==> src/rtl/seg7_pkg.sv <==
// Shared definitions for the 7-segment scan capture block: glyph patterns,
// FSM state encoding and the digit-enable one-hot-low check.
package seg7_pkg;

    // Segment patterns a..g (bit6 = a), active low
    localparam logic [6:0] SEG_0     = 7'b0000001;
    localparam logic [6:0] SEG_1     = 7'b1001111;
    localparam logic [6:0] SEG_2     = 7'b0010010;
    localparam logic [6:0] SEG_3     = 7'b0000110;
    localparam logic [6:0] SEG_4     = 7'b1001100;
    localparam logic [6:0] SEG_5     = 7'b0100100;
    localparam logic [6:0] SEG_6     = 7'b0100000;
    localparam logic [6:0] SEG_7     = 7'b0001111;
    localparam logic [6:0] SEG_8     = 7'b0000000;
    localparam logic [6:0] SEG_9     = 7'b0000100;
    localparam logic [6:0] SEG_A     = 7'b0001000;
    localparam logic [6:0] SEG_B     = 7'b1100000;
    localparam logic [6:0] SEG_C     = 7'b0110001;
    localparam logic [6:0] SEG_D     = 7'b1000010;
    localparam logic [6:0] SEG_E     = 7'b0110000;
    localparam logic [6:0] SEG_F     = 7'b0111000;
    localparam logic [6:0] SEG_BLANK = 7'b1111111;

    // Capture FSM states
    localparam logic [1:0] ST_IDLE    = 2'd0;
    localparam logic [1:0] ST_TRACK   = 2'd1;
    localparam logic [1:0] ST_CAPTURE = 2'd2;
    localparam logic [1:0] ST_HOLD    = 2'd3;

    // True when exactly one of the low n bits of an is 0 (n <= 32)
    function automatic logic onehot_low(input logic [31:0] an, input int n);
        int zeros;
        zeros = 0;
        for (int i = 0; i < 32; i++) begin
            if (i < n && !an[i]) zeros++;
        end
        return (zeros == 1);
    endfunction

endpackage

==> src/rtl/seg7_to_hex.sv <==
// Reverse lookup from an active-low a..g segment pattern to a hex nibble.
module seg7_to_hex
    import seg7_pkg::*;
(
    input  logic [6:0] seg,
    output logic [3:0] nibble,
    output logic       is_legal,
    output logic       is_blank
);

    // Match the pattern against every glyph; anything unlisted is illegal
    always_comb begin
        nibble   = 4'h0;
        is_legal = 1'b1;
        is_blank = 1'b0;
        case (seg)
            SEG_0:     nibble = 4'h0;
            SEG_1:     nibble = 4'h1;
            SEG_2:     nibble = 4'h2;
            SEG_3:     nibble = 4'h3;
            SEG_4:     nibble = 4'h4;
            SEG_5:     nibble = 4'h5;
            SEG_6:     nibble = 4'h6;
            SEG_7:     nibble = 4'h7;
            SEG_8:     nibble = 4'h8;
            SEG_9:     nibble = 4'h9;
            SEG_A:     nibble = 4'hA;
            SEG_B:     nibble = 4'hB;
            SEG_C:     nibble = 4'hC;
            SEG_D:     nibble = 4'hD;
            SEG_E:     nibble = 4'hE;
            SEG_F:     nibble = 4'hF;
            SEG_BLANK: begin
                is_legal = 1'b0;
                is_blank = 1'b1;
            end
            default:   is_legal = 1'b0;
        endcase
    end

endmodule

==> src/rtl/seg7_scan_capture.sv <==
// Captures each digit of a multiplexed active-low 7-segment bus once its
// pattern has been stable long enough, and decodes it back to hex + DP.
module seg7_scan_capture
    import seg7_pkg::*;
#(
    parameter int NUM_DIGITS    = 4,
    parameter int STABLE_CYCLES = 4
) (
    input  logic                          clk,
    input  logic                          rst,
    input  logic [NUM_DIGITS-1:0]         an,
    input  logic [7:0]                    seg,
    output logic [4*NUM_DIGITS-1:0]       hex_out,
    output logic [NUM_DIGITS-1:0]         dp_out,
    output logic [NUM_DIGITS-1:0]         valid,
    output logic                          frame_done,
    output logic                          err,
    output logic [$clog2(NUM_DIGITS)-1:0] err_digit
);

    localparam int IDX_W = $clog2(NUM_DIGITS);
    localparam int CNT_W = $clog2(STABLE_CYCLES + 1);
    localparam logic [CNT_W-1:0]      CNT_MAX  = CNT_W'(STABLE_CYCLES);
    localparam logic [NUM_DIGITS-1:0] ALL_SEEN = '1;

    logic [NUM_DIGITS-1:0]   r_an_q, r_an_d;
    logic [7:0]              r_seg_q, r_seg_d;
    logic                    chg_q, chg_d;
    logic [CNT_W-1:0]        cnt_q, cnt_d;
    logic [1:0]              state_q, state_d;
    logic [4*NUM_DIGITS-1:0] hex_q, hex_d;
    logic [NUM_DIGITS-1:0]   dp_q, dp_d;
    logic [NUM_DIGITS-1:0]   valid_q, valid_d;
    logic [NUM_DIGITS-1:0]   seen_q, seen_d;
    logic                    frame_q, frame_d;
    logic                    err_q, err_d;
    logic [IDX_W-1:0]        err_digit_q, err_digit_d;

    logic                    onehot;
    logic                    capture;
    logic [IDX_W-1:0]        dig;
    logic [3:0]              dec_nibble;
    logic                    dec_legal;
    logic                    dec_blank;

    seg7_to_hex u_dec (
        .seg      (r_seg_q[6:0]),
        .nibble   (dec_nibble),
        .is_legal (dec_legal),
        .is_blank (dec_blank)
    );

    // Input register plus stability counter; the counter is updated on the same
    // edge as the input register so it always counts samples of the current r_*
    always_comb begin
        r_an_d  = an;
        r_seg_d = seg;
        chg_d   = ({an, seg} != {r_an_q, r_seg_q});
        if (chg_d)
            cnt_d = CNT_W'(1);
        else if (cnt_q == CNT_MAX)
            cnt_d = cnt_q;
        else
            cnt_d = cnt_q + 1'b1;
    end

    // Selected digit index and one-hot-low qualification of the registered enables
    always_comb begin
        onehot = onehot_low(32'(r_an_q), NUM_DIGITS);
        dig    = '0;
        for (int i = 0; i < NUM_DIGITS; i++) begin
            if (!r_an_q[i]) dig = IDX_W'(i);
        end
    end

    // FSM and output update; outputs are written on the edge that enters
    // CAPTURE so a stable pattern lands exactly STABLE_CYCLES edges after it
    // was first sampled
    always_comb begin
        state_d     = state_q;
        capture     = 1'b0;
        hex_d       = hex_q;
        dp_d        = dp_q;
        valid_d     = valid_q;
        seen_d      = seen_q;
        frame_d     = 1'b0;
        err_d       = 1'b0;
        err_digit_d = err_digit_q;
        case (state_q)
            ST_IDLE: begin
                if (onehot) state_d = ST_TRACK;
            end
            ST_TRACK: begin
                if (!onehot) begin
                    state_d = ST_IDLE;
                end else if (cnt_q == CNT_MAX) begin
                    state_d = ST_CAPTURE;
                    capture = 1'b1;
                end
            end
            default: begin
                // CAPTURE and HOLD: wait for the next change of the inputs
                if (chg_q)
                    state_d = onehot ? ST_TRACK : ST_IDLE;
                else
                    state_d = ST_HOLD;
            end
        endcase

        if (capture) begin
            dp_d[dig]    = ~r_seg_q[7];
            valid_d[dig] = dec_legal;
            if (dec_legal) hex_d[4*dig +: 4] = dec_nibble;
            if (!dec_legal && !dec_blank) begin
                err_d       = 1'b1;
                err_digit_d = dig;
            end
            seen_d[dig] = 1'b1;
            if (seen_d == ALL_SEEN) begin
                frame_d = 1'b1;
                seen_d  = '0;
            end
        end
    end

    // State registers with asynchronous reset
    always_ff @(posedge clk or posedge rst) begin
        if (rst) begin
            r_an_q      <= '0;
            r_seg_q     <= '0;
            chg_q       <= 1'b0;
            cnt_q       <= '0;
            state_q     <= ST_IDLE;
            hex_q       <= '0;
            dp_q        <= '0;
            valid_q     <= '0;
            seen_q      <= '0;
            frame_q     <= 1'b0;
            err_q       <= 1'b0;
            err_digit_q <= '0;
        end else begin
            r_an_q      <= r_an_d;
            r_seg_q     <= r_seg_d;
            chg_q       <= chg_d;
            cnt_q       <= cnt_d;
            state_q     <= state_d;
            hex_q       <= hex_d;
            dp_q        <= dp_d;
            valid_q     <= valid_d;
            seen_q      <= seen_d;
            frame_q     <= frame_d;
            err_q       <= err_d;
            err_digit_q <= err_digit_d;
        end
    end

    assign hex_out    = hex_q;
    assign dp_out     = dp_q;
    assign valid      = valid_q;
    assign frame_done = frame_q;
    assign err        = err_q;
    assign err_digit  = err_digit_q;

endmodule

==> config.mk <==
export PLATFORM = sky130hd
export DESIGN_NAME = seg7_scan_capture
export DESIGN_NICKNAME = d
export VERILOG_FILES = /design/src/rtl/seg7_pkg.sv /design/src/rtl/seg7_to_hex.sv /design/src/rtl/seg7_scan_capture.sv
export SDC_FILE = /design/constraint.sdc
export NUM_CORES = 1
export LEC_CHECK = 0
export CAP_MARGIN = 30
export CORE_ASPECT_RATIO = 2
export CORE_MARGIN = 5
export CORE_UTILIZATION = 55
export CTS_BUF_LIST = sky130_fd_sc_hd__clkbuf_8
export CTS_CLUSTER_SIZE = 10
export DETAILED_ROUTE_END_ITERATION = 7
export MAX_ROUTING_LAYER = met4
export PLACE_DENSITY = 0.82
export SLEW_MARGIN = 20
export SYNTH_ARGS = -nofsm -noshare
export SYNTH_HDL_FRONTEND = slang
export SYNTH_SLANG_ARGS = --single-unit
==> constraint.sdc <==
create_clock -name clk -period 3.8 [get_ports clk]
set_input_delay 0.38 -clock clk [delete_from_list [all_inputs] [get_ports clk]]
set_output_delay 0.38 -clock clk [all_outputs]
set_load 0.02 [all_outputs]
==> results.toml, run 1 <==
[worst_hold_path]
hold_path.class = "in2async"

[placed_design]
globalplace.congestion = 0.827
portBuffers = 41
dp.cells = 321
hpwl_um = 4330

[logic_synthesis]
yosysTopAreaCell = "dfrtp_1"
syn_area_um2 = 2630
ys_seq_elements = 50
synth_cells = 234
synth_cell_type_count = 56
avgSynthCellArea_um2 = 11.2
ys_warn_count = 0
synth_area_leaders = "dfrtp_1 (48%), xor2_1 (4.7%), a2111oi_4 (4.2%), nor2_1 (2.4%), ha_1 (2.4%)"
ys.flop_type = "dfrtp_1"
ys_seq_area_frac = 0.477
synth_top_area_share = 0.477
synth_nets = 253
ys_async_sr_fraction = 1.00
synth_edf_count = 0

[timing]
setup_viol = 0
setup-tns-final_ns = 0
worst-slew-pin-transition_ns = 0.761
fin_skew_ns = 0.0111
maxSlewHeadroom = 0.490
hold_viol = 0
finalCritPeriodShare = 0.829
grt_setup_unrepaired = "no"
finalCriticalPeriod_ns = 3.15
slew_violations = 0
max_freq_mhz = 317

[global_route]
gr-total-overflow = 0
grt_pass1_vias = 1918
grt_use_total = 0.197
grt_pass1_wl_um = 9290
grt_max_degree = 37
antenna_found_initial = 0

[floorplanning]
start_util = 0.565
pin_count = 42
die-height_um = 108
core_area_um2 = 4640
rows = 35
die_x_um = 58.9
die_area_um2 = 6340

[pwr]
p_per_area_nw_per_um2 = 311
p_leak_nw = 1.36
report.power.total_mw = 0.983
ir_drop_mv = 0.322

[clock_network]
ctsResizeCount = 0
htreeDepth = 2
clockBufferDepth = 2
cts-root-buf = "clkbuf_8"
post_cts_buffers = 0
cts_tree = "done"
cts_buffers = 5
clk_latency_ns = 0.31
clk_pin_slew_worst_paths_ns = 0.10
hold_buffers = 0
clock-sinks = 50

[route]
drt_iter0_markers = 70
firstDrtPassIters = 4
via_count = 1922
wirelength_um = 5670
ant_nets = 0
drcViolationCount = 0
viasPerCell = 5.84
wire_per_inst_um = 17.2

[worst_setup_path]
worstPathArrival_ns = 3.36
worstSetupEndpointType = "flip-flop"
crit_path_start_kind = "flip-flop"
critical_path_class = "reg2reg"
worstPathRequired_ns = 4.01
r2r_start = "r_an_q[1]"
r2r.worst_path.cells = 9
worst-path-max-fanout = 9
rrSetupSlack_ns = 0.65
reg2reg_to = "hex_out[3]"

[finish]
final_util = 0.681
drive_gt1_frac = 0.113
nets = 292
final_cells = 329
antennaDiodeCount = 0
area_growth_pct = 20.4

[outcome]
status = "complete, no violations"

[run]
drv_cap = 0
[area by class of cell]
type / count / area, µm²
clock buffers: 5 / 68.8
clock inverters: 3 / 25.0
fillers: 390 / 1480
inverters: 16 / 60.1
multi-input cells: 157 / 1250
flip-flops and latches: 50 / 1250
well taps: 55 / 68.8
repair buffers: 43 / 438
[cells in the mapped netlist (2+ instances only)]
cell type   n
inv_1      16
buf_6       2
xor2_1     14
a21o_1      3
and3b_1     2
a2111oi_4   4
xnor2_1     2
nand2_1    13
o31ai_1     2
mux2_4      4
mux2_1      4
dfrtp_1    50
a32oi_1     3
buf_2       7
nor4_1      4
o21ai_0     8
mux2i_1     2
nand4_1     4
nor2b_1     3
a21oi_1     6
nand2b_1    4
o21ai_2     3
o2111a_1    2
a22o_1      7
nor3_1      3
nand3b_1    4
nand3_1     7
nor2_1     17
ha_1        5
clkbuf_1    2
mux2_2      2
[flip-flops by register name, summed over array words and instances, names as in the netlist, 2 cells and up]
signal / count
cnt_q: 3
dp_out: 4
err_digit: 2
hex_out: 16
r_an_q: 4
r_seg_q: 8
seen_q: 4
state_q: 2
valid: 4
[worst max-delay path by stage]
stage,start,end,depth (start not counted)
after global routing,r_an_q[1],hex_out[3],9
after floorplan,r_an_q[1],err_digit[0],9
final,r_an_q[1],hex_out[3],9
after detailed placement,r_an_q[1],hex_out[11],9
after global placement,r_an_q[1],hex_out[3],9
after CTS,r_an_q[1],hex_out[3],9
[stage by stage]
step / hold WS, ns / setup WS (ns) / cell area, µm²
finish: 0.343 / 0.648 / 3160
detailed placement: 0.470 / 0.644 / 3070
global placement: 0.460 / 0.757 / 3050
global route: 0.361 / 0.522 / 3160
floorplan: 0.411 / 0.859 / 2630
CTS: 0.345 / 0.644 / 3160
[kinds of logic after synthesis]
| family | after synthesis | synth area share |
|---|---|---|
| simple gates | 70 | 0.149 |
| compound gates | 53 | 0.187 |
| flops | 50 | 0.477 |
| buf+inv | 27 | 0.0477 |
| xor+xnor | 17 | 0.0596 |
| mux | 12 | 0.0562 |
| fa+ha+maj | 5 | 0.0238 |
[critical path: stages (launching register included)]
cell	delay [ns]
dfrtp_1	0.43
inv_1	0.06
ha_1	0.33
xnor2_1	0.16
ha_1	0.31
or3b_1	0.37
a21o_4	0.26
a2111oi_4	0.62
o21ai_2	0.18
mux2_4	0.33
[metal layers]
layer / vias to the layer above / track usage / wire (µm)
li1: 926 / - / -
met3: 9 / 0.0252 / 162
met1: 950 / 0.212 / 2080
met4: 0 / 0.0681 / 106
met2: 37 / 0.356 / 3330
met5: - / - / 0
[placed cells by master (no fill, tap or decap), drive strengths merged, types with 2 or more instances in the layout]
cell type and n:
o2111a 2, nor2b 3, a32oi 3, a22o 7, o31ai 2, and3b 2, dfrtp 50, a211o 2
nand2 13, nor3 3, inv 17, o21ai 12, nand2b 4, xnor2 3, nand4 4, a21o 4
clkdlybuf4s50 41, a2111oi 5, mux2i 2, nor2 17, nor4 5, buf 2, clkbuf 5, mux2 10
nand3 7, xor2 14, nand3b 4, ha 5, a21oi 6, or3b 2
[power breakdown]
group	internal (mW)	switching [mW]	total, mW
registers	0.539	0.0228	0.562
logic	0.0432	0.0542	0.0974
clock network	0.133	0.190	0.323
total	0.716	0.267	0.983
Power figures use the tool's default switching activity.
==> run 2: changes to the inputs <==
--- a/config.mk
+++ b/config.mk
@@ -8,12 +8,12 @@
 export CAP_MARGIN = 30
 export CORE_ASPECT_RATIO = 2
 export CORE_MARGIN = 5
-export CORE_UTILIZATION = 55
+export CORE_UTILIZATION = 50
 export CTS_BUF_LIST = sky130_fd_sc_hd__clkbuf_8
 export CTS_CLUSTER_SIZE = 10
 export DETAILED_ROUTE_END_ITERATION = 7
 export MAX_ROUTING_LAYER = met4
-export PLACE_DENSITY = 0.82
+export PLACE_DENSITY = 0.78
 export SLEW_MARGIN = 20
 export SYNTH_ARGS = -nofsm -noshare
 export SYNTH_HDL_FRONTEND = slang
==> constraint.sdc (replaced) <==
create_clock -name clk -period 2.6 [get_ports clk]
set_input_delay 0.26 -clock clk [delete_from_list [all_inputs] [get_ports clk]]
set_output_delay 0.26 -clock clk [all_outputs]
set_load 0.02 [all_outputs]
==> results.toml, run 2 (synthesis results as in run 1) <==
[route]
drcViolationCount = 0
ant_nets = 0
firstDrtPassIters = 4
drt_iter0_markers = 58
wirelength_um = 6470
wire_per_inst_um = 17.4
via_count = 2106
viasPerCell = 5.68

[worst_setup_path]
r2r.worst_path.cells = 10
r2r_start = "r_an_q[0]"
crit_path_start_kind = "flip-flop"
worstSetupEndpointType = "flip-flop"
critical_path_class = "reg2reg"
worstPathRequired_ns = 2.79
worstPathArrival_ns = 3.00
reg2reg_to = "hex_out[11]"
cp_cell_sequence = "inv_2, ha_4, xnor2_1, ha_1, or3b_1, a21o_4, buf_12, a2111oi_4, o21ai_2, mux2_4"
slowest_delay_ns = 0.42
worst-path-max-fanout = 4
slowest_stage = "dfrtp_1"
cp-startpoint = "r_an_q[0]"
rrSetupSlack_ns = -0.21
critical_path.endpoint = "hex_out[11]"

[clock_network]
cts_tree = "done"
clockBufferDepth = 2
clock-sinks = 50
cts_buffers = 5
clk_latency_ns = 0.30
cts-root-buf = "clkbuf_8"
htreeDepth = 2
clk_pin_slew_worst_paths_ns = 0.10

[floorplanning]
die_area_um2 = 6890
rows = 37
die-height_um = 112
die_x_um = 61.2
start_util = 0.511
core_area_um2 = 5140
pin_count = 42

[global_route]
grt_pass1_vias = 2271
grt_use_total = 0.219
gr-total-overflow = 0
grt_max_degree = 21
grt_pass1_wl_um = 11200
antenna_found_initial = 0

[placed_design]
place_area_um2 = 3280
portBuffers = 41
hpwl_um = 4730
globalplace.congestion = 0.885

[timing]
worst-slew-pin-transition_ns = 0.583
max_freq_mhz = 356
fin_skew_ns = 0.00719
finalCritPeriodShare = 1.08
fin_ws_ns = -0.212
maxSlewHeadroom = 0.610
setup_viol = 32
finalCriticalPeriod_ns = 2.81
grt_setup_unrepaired = "yes"
slew_violations = 0
hold_viol = 0
hold_slack_ns = 0.214

[finish]
nets = 331
final_cell_mix = "dfrtp_1 (50), clkdlybuf4s50_1 (41), buf_4 (35)"
antennaDiodeCount = 0
area_growth_pct = 35.2
largest_reg_flops = 16
layout_commonest_cell = "dfrtp_1"
drive_gt1_frac = 0.259
final_cell_area_um2 = 3550

[worst_hold_path]
hold_path.class = "in2async"

[pwr]
p_leak_nw = 1.57
p_per_area_nw_per_um2 = 441
ir_drop_mv = 0.480
report.power.total_mw = 1.56

[run]
drv_cap = 0

[outcome]
status = "finished with violations"
violations = "negative setup slack"
[run 2: per-stage QoR]
step / TNS [ns] / std cells / utilization / setup slack, ns
final: -3.84 / 371 / 0.691 / -0.212
after global placement: -2.46 / 349 / 0.639 / -0.192
after CTS: -3.52 / 368 / 0.685 / -0.202
after detailed placement: -3.56 / 349 / 0.639 / -0.268
after global routing: -7.98 / 371 / 0.691 / -0.345
after floorplan: -1.88 / 234 / - / -0.179
[run 2: where the power goes]
group          leakage, nW  internal, mW  switching (mW)
Clock               0.0585         0.289           0.273
Combinational        0.853        0.0897           0.104
Sequential           0.660         0.789          0.0209
[run 2: critical path: cells and delay by family, from the launching register on]
kind | cells | cell delay, ns
AO/OA/AOI/OAI | 3 | 0.75
XOR/XNOR | 1 | 0.12
adder cells (fa/ha/maj) | 2 | 0.51
buffers and inverters | 2 | 0.21
flip-flops | 1 | 0.42
multiplexers | 1 | 0.32
AND/OR/NAND/NOR | 1 | 0.37
[run 2: cell type report]
class / instances / area (µm²)
Inverter: 16 / 60.1
Fill cell: 374 / 1590
Clock buffer: 5 / 68.8
Multi-Input combinational cell: 157 / 1300
Sequential cell: 50 / 1250
Timing Repair Buffer: 82 / 749
Tap cell: 58 / 72.6
Clock inverter: 3 / 43.8
[run 2: timing repair]
action	4_1_cts	5_1_grt
buffers inserted	11	3
hold buffers	0	0
endpoints found under the setup margin	28	32
pin swaps	7	1
resized for setup	16	1
[run 2: how the worst min path moves through the flow]
| stage | startpoint | to | slack (ns) |
|---|---|---|---|
| global placement | state_q[1] | state_q[0] | 0.46 |
| finish | rst | valid[3] | 0.21 |
| CTS | rst | valid[0] | 0.22 |
| detailed placement | chg_q | state_q[1] | 0.47 |
| floorplan | an[0] | r_an_q[0] | 0.29 |
| global route | rst | valid[3] | 0.24 |
[run 2: layer usage]
| layer | vias up | global-route usage | wire, µm | share of wire |
|---|---|---|---|---|
| met4 | 0 | 0.0912 | 257 | 0.040 |
| met2 | 51 | 0.358 | 3500 | 0.54 |
| li1 | 993 | - | - | - |
| met1 | 1040 | 0.263 | 2550 | 0.39 |
| met3 | 22 | 0.0253 | 156 | 0.024 |
| met5 | - | - | 0 | 0 |
==> run 3: changes to the inputs <==
--- a/config.mk
+++ b/config.mk
@@ -6,7 +6,6 @@
 export NUM_CORES = 1
 export LEC_CHECK = 0
 export CAP_MARGIN = 30
-export CORE_ASPECT_RATIO = 2
 export CORE_MARGIN = 5
 export CORE_UTILIZATION = 50
 export CTS_BUF_LIST = sky130_fd_sc_hd__clkbuf_8
==> results.toml, run 3 (synthesis results as in run 1) <==
[worst_hold_path]
hold_path.class = "in2async"

[pwr]
p_leak_nw = 1.57
ir_drop_mv = 0.321
p_per_area_nw_per_um2 = 424

[clock_network]
cts_tree = "done"
cts-root-buf = "clkbuf_8"
clk_pin_slew_worst_paths_ns = 0.09
hold_buffers = 0
clock-sinks = 50
htreeDepth = 2
clockBufferDepth = 2
clk_latency_ns = 0.30
cts_buffers = 5

[worst_setup_path]
r2r_start = "r_an_q[0]"
slowest_delay_ns = 0.42
worstSetupEndpointType = "flip-flop"
crit_path_start_kind = "flip-flop"
cp-startpoint = "r_an_q[0]"
worstPathRequired_ns = 2.80
cp_cell_sequence = "inv_2, ha_4, xnor2_1, ha_1, or3b_1, a21o_4, a211o_4, nor4_4, buf_4, mux2_4"
worstPathArrival_ns = 2.97
slowest_stage = "dfrtp_1"
worst-path-max-fanout = 4
critical_path_class = "reg2reg"

[placed_design]
hpwl_um = 4660
place_area_um2 = 3320
portBuffers = 41
globalplace.congestion = 0.953
dp.cells = 366
pre_cts_slack_ns = -0.291

[finish]
final_cells = 384
drive_gt1_frac = 0.261
area_growth_pct = 35.6
final_cell_mix = "dfrtp_1 (50), clkdlybuf4s50_1 (41), buf_4 (37)"
nets = 332
layout_commonest_cell = "dfrtp_1"
final_cell_area_um2 = 3560
antennaDiodeCount = 0
largest_reg_flops = 16

[timing]
maxSlewHeadroom = 0.674
slew_violations = 0
hold_slack_ns = 0.210
worst-slew-pin-transition_ns = 0.489
setup_viol = 29
max_freq_mhz = 361
finalCritPeriodShare = 1.07
finalCriticalPeriod_ns = 2.77
fin_skew_ns = 0.00481
setup-tns-final_ns = -3.00
hold_viol = 0
fin_ws_ns = -0.173
grt_setup_unrepaired = "yes"

[route]
firstDrtPassIters = 4
drcViolationCount = 0
wire_per_inst_um = 16.7
ant_nets = 0
via_count = 2137
wirelength_um = 6430
drt_iter0_markers = 125
viasPerCell = 5.57

[floorplanning]
die_area_um2 = 6800
die-height_um = 82.5
die_x_um = 82.5
pin_count = 42
start_util = 0.514
core_area_um2 = 5110
rows = 26

[global_route]
grt_max_degree = 21
antenna_found_initial = 0
grt_pass1_wl_um = 10900
gr-total-overflow = 0
grt_use_total = 0.221
grt_pass1_vias = 2222

[outcome]
status = "finished with violations"
violations = "negative setup slack"

[run]
drv_cap = 0
run 3: metal layers:
metal | wire length [µm] | share of wire | GRT usage
met1 | 2880 | 0.45 | 0.284
met2 | 3130 | 0.49 | 0.344
met3 | 305 | 0.047 | 0.0401
met4 | 117 | 0.018 | 0.0897
met5 | 0 | 0 | -
run 3: per-stage QoR:
stage / total power [mW] / util
2_1_floorplan: 0.934 / -
3_3_place_gp: 1.01 / 0.650
3_5_place_dp: 1.02 / 0.650
4_1_cts: 1.52 / 0.691
5_1_grt: 1.57 / 0.697
6_report: 1.51 / 0.697
run 3: what timing repair did:
item                       CTS  global route
cloned                       0             0
buffers inserted             8             2
gates resized for setup     10             7
setup endpoints to repair   30            31
pin swaps                    5             2
run 3: where the power goes:
part / switching (mW) / internal (mW)
Combinational: 0.106 / 0.0915
Sequential: 0.0185 / 0.788
Clock: 0.261 / 0.244
Total: 0.386 / 1.12
run 3: final timing paths:
path,endpoint,slack [ns],cells past startpoint
worst max-delay path,err_digit[1],-0.17,10
worst min-delay path,r_seg_q[1],0.21,2
worst max register to register,err_digit[1],-0.17,10
worst min register to register,state_q[1],0.49,1
max in group asynchronous,hex_out[1],1.81,3
min in group clk,r_seg_q[1],0.43,1
run 3: worst max-delay path, delay by kind of cell (launching register included):
kind | cells | cell delay (ns)
AO/OA/AOI/OAI | 2 | 0.57
adder cells (fa/ha/maj) | 2 | 0.50
AND/OR/NAND/NOR | 2 | 0.50
flip-flops | 1 | 0.42
multiplexers | 1 | 0.29
buffers and inverters | 2 | 0.26
XOR/XNOR | 1 | 0.12
run 3: layout make-up:
class                           count  area [µm²]
Fill cell                         371        1550
Multi-Input combinational cell    157        1300
Sequential cell                    50        1250
Timing Repair Buffer               83         753
Clock buffer                        7        96.3
Tap cell                           70        87.6
Inverter                           16        60.1
Clock inverter                      1        8.76
